`src/rtl/fetch_stage_if.sv`:
```
// Fetch stage bus: instruction memory port, decode-stage control and IF/ID outputs.
interface fetch_stage_if;
    logic [31:0] imem_pc;
    logic [31:0] imem_instr;
    logic        stall;
    logic [31:0] id_pc4;
    logic        br_taken;
    logic [15:0] br_imm;
    logic        jmp;
    logic [25:0] jmp_idx;
    logic [31:0] ifid_instr;
    logic [31:0] ifid_pc4;
    logic        ifid_valid;
    logic        fetch_fault;
    logic [31:0] fetch_count;

    // Fetch stage side
    modport master (
        output imem_pc,
        input  imem_instr,
        input  stall,
        input  id_pc4,
        input  br_taken,
        input  br_imm,
        input  jmp,
        input  jmp_idx,
        output ifid_instr,
        output ifid_pc4,
        output ifid_valid,
        output fetch_fault,
        output fetch_count
    );

    // Memory / decode / hazard side
    modport slave (
        input  imem_pc,
        output imem_instr,
        output stall,
        output id_pc4,
        output br_taken,
        output br_imm,
        output jmp,
        output jmp_idx,
        input  ifid_instr,
        input  ifid_pc4,
        input  ifid_valid,
        input  fetch_fault,
        input  fetch_count
    );
endinterface

```
`src/rtl/fetch_stage.sv`:
```
// Instruction fetch stage: owns the PC, registers the fetched word into IF/ID,
// handles stall, branch/jump redirects with wrong-path flush and sticky fetch faults.
module fetch_stage #(
    parameter logic [31:0] RESET_PC   = 32'h0000_0000,
    parameter int unsigned IMEM_BYTES = 16384,
    parameter logic [31:0] NOP_WORD   = 32'h0000_0000
) (
    input logic            clk,
    input logic            rst_n,
    fetch_stage_if.master  bus
);

    localparam logic [31:0] LastAddr = 32'(IMEM_BYTES - 4);

    logic [31:0] pc_q;
    logic [31:0] ifid_instr_q;
    logic [31:0] ifid_pc4_q;
    logic        ifid_valid_q;
    logic        fault_q;
    logic [31:0] count_q;

    logic [31:0] pc_plus4;
    logic [31:0] br_target;
    logic [31:0] jmp_target;
    logic        bad;

    // Next-PC candidates and fetch-address legality
    always_comb begin
        pc_plus4   = pc_q + 32'd4;
        br_target  = bus.id_pc4 + {{14{bus.br_imm[15]}}, bus.br_imm, 2'b00};
        jmp_target = {bus.id_pc4[31:28], bus.jmp_idx, 2'b00};
        bad        = (pc_q[1:0] != 2'b00) || (pc_q > LastAddr);
    end

    // PC, IF/ID register and fetch counter, evaluated in strict priority order
    always_ff @(posedge clk or negedge rst_n) begin
        if (!rst_n) begin
            pc_q         <= RESET_PC;
            ifid_instr_q <= NOP_WORD;
            ifid_pc4_q   <= 32'd0;
            ifid_valid_q <= 1'b0;
            fault_q      <= 1'b0;
            count_q      <= 32'd0;
        end else if (fault_q) begin
            // Sticky: only reset leaves this state
            ifid_instr_q <= NOP_WORD;
            ifid_valid_q <= 1'b0;
        end else if (bus.jmp || bus.br_taken) begin
            // Redirect overrides stall; the word fetched this cycle is wrong-path
            pc_q         <= bus.jmp ? jmp_target : br_target;
            ifid_instr_q <= NOP_WORD;
            ifid_pc4_q   <= 32'd0;
            ifid_valid_q <= 1'b0;
        end else if (bus.stall) begin
            // Hold everything, including a pending bubble
        end else if (bad) begin
            fault_q      <= 1'b1;
            ifid_instr_q <= NOP_WORD;
            ifid_valid_q <= 1'b0;
        end else begin
            pc_q         <= pc_plus4;
            ifid_instr_q <= bus.imem_instr;
            ifid_pc4_q   <= pc_plus4;
            ifid_valid_q <= 1'b1;
            count_q      <= count_q + 32'd1;
        end
    end

    // Outputs are straight from registers
    always_comb begin
        bus.imem_pc     = pc_q;
        bus.ifid_instr  = ifid_instr_q;
        bus.ifid_pc4    = ifid_pc4_q;
        bus.ifid_valid  = ifid_valid_q;
        bus.fetch_fault = fault_q;
        bus.fetch_count = count_q;
    end

endmodule

```
`src/flat_wrapper.sv`:
```
// flat-port wrapper written by rule: the top's interface ports become plain ports
module fetch_stage_flat 
#(
    parameter logic [31:0] RESET_PC   = 32'h0000_0000,
    parameter int unsigned IMEM_BYTES = 16384,
    parameter logic [31:0] NOP_WORD   = 32'h0000_0000
)
  (clk, rst_n, bus_imem_pc, bus_imem_instr, bus_stall, bus_id_pc4, bus_br_taken, bus_br_imm, bus_jmp, bus_jmp_idx, bus_ifid_instr, bus_ifid_pc4, bus_ifid_valid, bus_fetch_fault, bus_fetch_count);
  fetch_stage_if bus_i ();
  input logic clk;
  input logic rst_n;
  output wire logic [$bits(bus_i.imem_pc)-1:0] bus_imem_pc;
  input wire logic [$bits(bus_i.imem_instr)-1:0] bus_imem_instr;
  input wire logic [$bits(bus_i.stall)-1:0] bus_stall;
  input wire logic [$bits(bus_i.id_pc4)-1:0] bus_id_pc4;
  input wire logic [$bits(bus_i.br_taken)-1:0] bus_br_taken;
  input wire logic [$bits(bus_i.br_imm)-1:0] bus_br_imm;
  input wire logic [$bits(bus_i.jmp)-1:0] bus_jmp;
  input wire logic [$bits(bus_i.jmp_idx)-1:0] bus_jmp_idx;
  output wire logic [$bits(bus_i.ifid_instr)-1:0] bus_ifid_instr;
  output wire logic [$bits(bus_i.ifid_pc4)-1:0] bus_ifid_pc4;
  output wire logic [$bits(bus_i.ifid_valid)-1:0] bus_ifid_valid;
  output wire logic [$bits(bus_i.fetch_fault)-1:0] bus_fetch_fault;
  output wire logic [$bits(bus_i.fetch_count)-1:0] bus_fetch_count;
  assign bus_imem_pc = bus_i.imem_pc;
  assign bus_i.imem_instr = bus_imem_instr;
  assign bus_i.stall = bus_stall;
  assign bus_i.id_pc4 = bus_id_pc4;
  assign bus_i.br_taken = bus_br_taken;
  assign bus_i.br_imm = bus_br_imm;
  assign bus_i.jmp = bus_jmp;
  assign bus_i.jmp_idx = bus_jmp_idx;
  assign bus_ifid_instr = bus_i.ifid_instr;
  assign bus_ifid_pc4 = bus_i.ifid_pc4;
  assign bus_ifid_valid = bus_i.ifid_valid;
  assign bus_fetch_fault = bus_i.fetch_fault;
  assign bus_fetch_count = bus_i.fetch_count;
  fetch_stage #(.RESET_PC(RESET_PC), .IMEM_BYTES(IMEM_BYTES), .NOP_WORD(NOP_WORD)) u_core (.clk(clk), .rst_n(rst_n), .bus(bus_i));
endmodule
```
`config.mk`:
```
export PLATFORM = sky130hd
export DESIGN_NAME = fetch_stage_flat
export DESIGN_NICKNAME = d
export VERILOG_FILES = /design/src/rtl/fetch_stage_if.sv /design/src/rtl/fetch_stage.sv /design/src/flat_wrapper.sv
export SDC_FILE = /design/constraint.sdc
export NUM_CORES = 1
export LEC_CHECK = 0
export CAP_MARGIN = 20
export CELL_PAD_IN_SITES_DETAIL_PLACEMENT = 2
export CELL_PAD_IN_SITES_GLOBAL_PLACEMENT = 2
export CORE_AREA = 2 2 156 158
export CTS_BUF_LIST = sky130_fd_sc_hd__clkbuf_4
export DETAILED_ROUTE_END_ITERATION = 6
export DIE_AREA = 0 0 158 160
export GPL_ROUTABILITY_DRIVEN = 1
export GPL_TIMING_DRIVEN = 0
export PLACE_DENSITY = 0.83
export SYNTH_ARGS = -nofsm -noshare
export SYNTH_HDL_FRONTEND = slang
export SYNTH_SLANG_ARGS = --single-unit
```
`constraint.sdc`:
```
create_clock -name clk -period 5.45 [get_ports clk]
set_input_delay 1.635 -clock clk [delete_from_list [all_inputs] [get_ports clk]]
set_output_delay 1.635 -clock clk [all_outputs]
set_load 0.01 [all_outputs]
```
== Yosys cells after proc, flatten, opt, wreduce, memory -nomap -nowiden ==
Cells that the tools add are included.
Cells by class
  $mul: 0
  divide/modulo/power cells: 0
  order comparisons: 1
  equality and inequality tests: 3
  mux-type cells: 17
  $add $sub $neg: 3
  shift operators: 0
  reduce and logical (&&, ||, !) cells: 5
  bitwise logic cells: 4
Operator list (count)
  32-bit 2-to-1 mux: 9
  32-bit by 1-bit adder with 32-bit output (second input constant): 1
  32-bit by 3-bit adder with 32-bit output (second input constant): 1
  32-bit adder: 1
  32-bit by 14-bit > comparator with 1-bit output (second input constant): 1
  1-bit 2-to-1 mux: 8
  1-bit inverter: 4
  4-bit AND reduction: 1
  3-bit by 1-bit inequality test with 1-bit output (second input constant): 1
  3-bit AND reduction: 1
  1-bit logical OR: 2
  2-bit by 1-bit inequality test with 1-bit output (second input constant): 1
  2-bit inequality test (second input constant): 1
  2-bit nonzero test: 1
Word-level totals
  memory bits (read-only): 0
  bits in latches: 0
  bits in writable memories: 0
  memories: 0
  output and inout port bits: 130
  logic and storage cells: 39
  bits of input ports: 111
  register bits after elaboration: 130

== Depth between registers and ports, before layout ==
  word-level depth: 6
  gate-level depth with buffers: 11
  mapped depth without buffers: 11

== Least setup slack after synthesis ==
OpenSTA, ideal clock, no wires.
  path type: input-to-reg
  start: in bus_br_imm[0]
  end: reg u_core.pc_q[30] (netlist: u_core.bus.imem_pc[30])
  arrival: 3.754 ns
  library setup time: 0.127 ns
  cell stages on the path: 11
  path buffers: 0
  path slack: 1.569 ns
  data required time: 5.323 ns
  path through: ha_1 -> fa_1 -> a21oi_1 -> o21ai_1 -> a21o_1 -> a31oi_2 -> o21a_1 -> nor3_1 -> a311oi_1 -> mux2i_1 -> nand3_1
On the way
  cells in the longest elaborated chain, start to end: 3
Ends and longest elaborated chain
  start: declaration: line flat_wrapper.sv:17  | input wire logic [$bits(bus_i.br_imm)-1:0] bus_br_imm;
  32-bit adder: line fetch_stage.sv:30  | br_target = bus.id_pc4 + {{14{bus.br_imm[15]}}, bus.br_imm, 2'b00};
  32-bit 2-to-1 mux: line fetch_stage.sv:50  | pc_q <= bus.jmp ? jmp_target : br_target;
  32-bit 2-to-1 mux: line fetch_stage.sv:48  | end else if (bus.jmp || bus.br_taken) begin
  end signal: assignment: line fetch_stage.sv:50
  end signal: assignment: line fetch_stage.sv:61  | pc_q <= pc_plus4;
  end: declaration: line fetch_stage.sv:15  | logic [31:0] pc_q;
No other way between the ends.
A chain may end at the register's enable or synchronous reset.

== Worst setup path in the final report ==
  start: in bus_br_imm[15]
  end: reg u_core.pc_q[31] (netlist: u_core.bus.imem_pc[31])
The elaborated chain is that of the path after synthesis.

==> flow_metrics.env <==
export IMPL_holdPathStages=2
export IMPL_post_cts_buffers=0
export IMPL_period_share=0.851
export IMPL_cts_max_level=4
export IMPL_max_freq_mhz=216
export IMPL_fin_util=0.422
export IMPL_num_vias=6601
export IMPL_r2r_start="u_core.bus.imem_pc[14]"
export IMPL_fp_row_count=57
export IMPL_synthDistinctLibCells=65
export IMPL_r2r_cells=8
export IMPL_dpl_cell_area_mm2=0.00979
export IMPL_setup_viol=0
export IMPL_die_x_um=158
export IMPL_hold_class="reg2reg"
export IMPL_maxCapViolCount=0
export IMPL_cp_required_ps=5900
export IMPL_reg2reg_to="u_core.bus.imem_pc[5]"
export IMPL_fin_setup_tns_ps=0
export IMPL_syn_nets=842
export IMPL_yosys_warnings=0
export IMPL_port_buffers=240
export IMPL_relSlewSlack=0.424
export IMPL_worst_hold_path_endpoint="u_core.bus.ifid_pc4[10]"
export IMPL_grt_pass1_wl_um=42600
export IMPL_path_clk_slew_ps=150
export IMPL_drc=0
export IMPL_vias_per_cell=5.09
export IMPL_tightest_slew_ps=861
export IMPL_crit_type="in2reg"
export IMPL_path_cells="clkdlybuf4s50_1 > ha_1 > clkbuf_1 > nand3_1 > or2_2 > nor2_1 > nand2b_1 > o21ai_0 > a21o_1 > mux2i_1 > nand2_1 > mux2_1"
export IMPL_die_y_um=160
export IMPL_clk_path_buf_depth=2
export IMPL_insertion_delay_ps=550
export IMPL_grt_max_degree=69
export IMPL_cts_hold_buf=0
export IMPL_ir_worst_vdd_uv=123
export IMPL_post_cts_resize_count=0
export IMPL_cp_end_kind="flop"
export IMPL_clockRootBuffer="clkbuf_4"
export IMPL_p_leak_nw=4.35
export IMPL_syn_avg_cell_area_um2=9.95
export IMPL_status="finished clean"
export IMPL_dr_pass1_iters=4
export IMPL_stdcell_count=1298
export IMPL_crit_arrival_ps=5090
export IMPL_area_growth_pct=44.7
export IMPL_dp_cells=1264
export IMPL_min_from="u_core.bus.ifid_pc4[10]"
export IMPL_path_max_fanout=19
export IMPL_cts_tree="built"
export IMPL_initial_core_util=0.292
export IMPL_grt_usage=0.220
export IMPL_cts_sinks=130
export IMPL_rsz0062_at_grt="false"
export IMPL_yosys_most_used_dff="dfrtp_1"
export IMPL_p_per_area_mw_per_mm2=273
export IMPL_reg2reg_slack_ps=2670
export IMPL_place_congestion=0.791
export IMPL_report_final_hold_viol_count=0
export IMPL_top_level_ports=241
export IMPL_routed_wl_um=27700
export IMPL_antenna_found_initial=2
export IMPL_synthArstFlopShare=1.00
export IMPL_worstSetupStartpointType="input port"
export IMPL_postLayoutSetupSlackWorst_ps=813
export IMPL_finalCriticalPeriod_ps=4640
export IMPL_fin_area_mm2=0.0101
export IMPL_cts_buffers=17
export IMPL_netlist_instances=699
export IMPL_ant_nets=0
export IMPL_pre_cts_ws_ps=257
export IMPL_synth_edf_count=0
export IMPL_drtIter0Drc=232
export IMPL_first_global_vias=7383
export IMPL_detail_route_wl_per_cell_um=21.4
export IMPL_dp_final_hpwl_um=22400
export IMPL_nets=1102
export IMPL_drive_above_1_share=0.0648
export IMPL_critPathSlowestCell="clkdlybuf4s50_1"
export IMPL_overflow=0
export IMPL_syn_area_mm2=0.00695
export IMPL_slowest_delay_ps=860
export IMPL_skew_ps=26.7
export IMPL_die_area_mm2=0.0253
export IMPL_synth_seq_cells=130
export IMPL_core_mm2=0.0238
export IMPL_synth_seq_area_share=0.468
export IMPL_finalMaxSlewViolations=0
worst max-delay path by stage:
stage / start / slack, ps / cells after the start / to
2_1_floorplan: bus_br_imm[0] / 1570 / 11 / u_core.bus.imem_pc[30]
3_3_place_gp: rst_n / -2710 / 1 / u_core.bus.fetch_count[7]
4_1_cts: bus_br_imm[15] / 890 / 12 / u_core.bus.imem_pc[31]
6_report: bus_br_imm[15] / 810 / 12 / u_core.bus.imem_pc[31]
5_1_grt: bus_br_imm[15] / 610 / 12 / u_core.bus.imem_pc[31]
3_5_place_dp: bus_br_imm[15] / 260 / 12 / u_core.bus.imem_pc[31]
power breakdown:
part           switching, mW  leakage (nW)  internal [mW]
clock                  0.446         0.145          0.203
sequential             0.146          1.73           1.08
combinational          0.413          2.48          0.459
total                   1.01          4.35           1.75
synthesized netlist by cell type, types with 8 or more instances:
cell | n | area, um^2
dfrtp_1 | 130 | 3250
nand2_1 | 76 | 285
nor2_1 | 54 | 203
a21oi_1 | 45 | 225
xnor2_1 | 39 | 342
a22o_1 | 33 | 289
ha_1 | 31 | 388
o21ai_0 | 27 | 135
xor2_1 | 24 | 210
and2_1 | 23 | 144
nand3_1 | 20 | 100
clkbuf_1 | 19 | 71.3
and3_1 | 14 | 87.6
a21o_1 | 12 | 90.1
a221oi_1 | 11 | 96.3
nand4_1 | 11 | 68.8
a22oi_1 | 8 | 60.1
inv_1 | 8 | 30.0
sequential cells by signal (all words and copies together), names as in the netlist:
| register | cells |
|---|---|
| u_core.bus.fetch_count | 32 |
| u_core.bus.ifid_valid | 1 |
| u_core.bus.fetch_fault | 1 |
| u_core.bus.ifid_pc4 | 32 |
| u_core.bus.imem_pc | 32 |
| u_core.bus.ifid_instr | 32 |
placed cells by master (no fill, tap or decap), types with 3 or more instances in the layout:
| cell type | instances |
|---|---|
| clkdlybuf4s50_1 | 239 |
| dfrtp_1 | 130 |
| nand2_1 | 76 |
| nor2_1 | 54 |
| a21oi_1 | 45 |
| xnor2_1 | 39 |
| a22o_1 | 33 |
| ha_1 | 31 |
| o21ai_0 | 27 |
| xor2_1 | 24 |
| and2_1 | 23 |
| nand3_1 | 20 |
| clkbuf_1 | 19 |
| clkbuf_4 | 17 |
| and3_1 | 14 |
| a21o_1 | 12 |
| nand4_1 | 11 |
| a221oi_1 | 11 |
| inv_1 | 8 |
| a22oi_1 | 8 |
| nor3_1 | 7 |
| buf_2 | 7 |
| mux2i_1 | 7 |
| o21a_1 | 6 |
| nand2b_1 | 6 |
| inv_8 | 6 |
| nor4_1 | 5 |
| o31ai_1 | 5 |
| o21ai_1 | 5 |
| o22ai_1 | 5 |
| nor2b_1 | 5 |
| and4_1 | 5 |
| or2_2 | 4 |
| o21bai_1 | 4 |
| mux2_2 | 3 |
| nor3b_1 | 3 |
| inv_6 | 3 |
| clkinv_4 | 3 |
layer usage:
metal	part of all wire	track usage	vias to the layer above
met5	0	0	-
met4	0.023	0.0753	0
met3	0.065	0.0516	33
met2	0.51	0.396	216
met1	0.40	0.255	3313
li1	-	-	3039
final cells by class:
type                            instances  area, um^2
Timing Repair Buffer                  241        2430
Inverter                                9        33.8
Antenna cell                            2        5.00
Tap cell                              324         405
Clock buffer                           17         128
Multi-Input combinational cell        532        3550
Buffer                                 28         118
Sequential cell                       130        3250
Clock inverter                         15         140
Fill cell                            2588       13800
kinds of logic (layout without fill, tap and decap cells):
group,Yosys count,after routing,share of synthesized area
adder cells (fa/ha/maj),32,32,0.0587
flip-flops,130,130,0.468
AND/OR/NAND/NOR,245,245,0.177
AO/OA/AOI/OAI,181,181,0.179
XOR/XNOR,63,63,0.0794
other,0,2,0
multiplexers,11,11,0.0166
buffers and inverters,37,310,0.0218
critical path: cells and delay by family:
kind	cells	cell delay (ps)
compound gates	2	300
fa+ha+maj	1	540
buf+inv	2	1150
mux	2	520
simple gates	5	900
per-stage QoR:
stage                     power, mW  hold slack [ps]
after floorplan                1.59              504
after global placement         2.09              456
after detailed placement       2.12              473
after CTS                      2.79              504
after global routing           2.91              524
final                          2.75              497
Power figures use the tool's default switching activity.
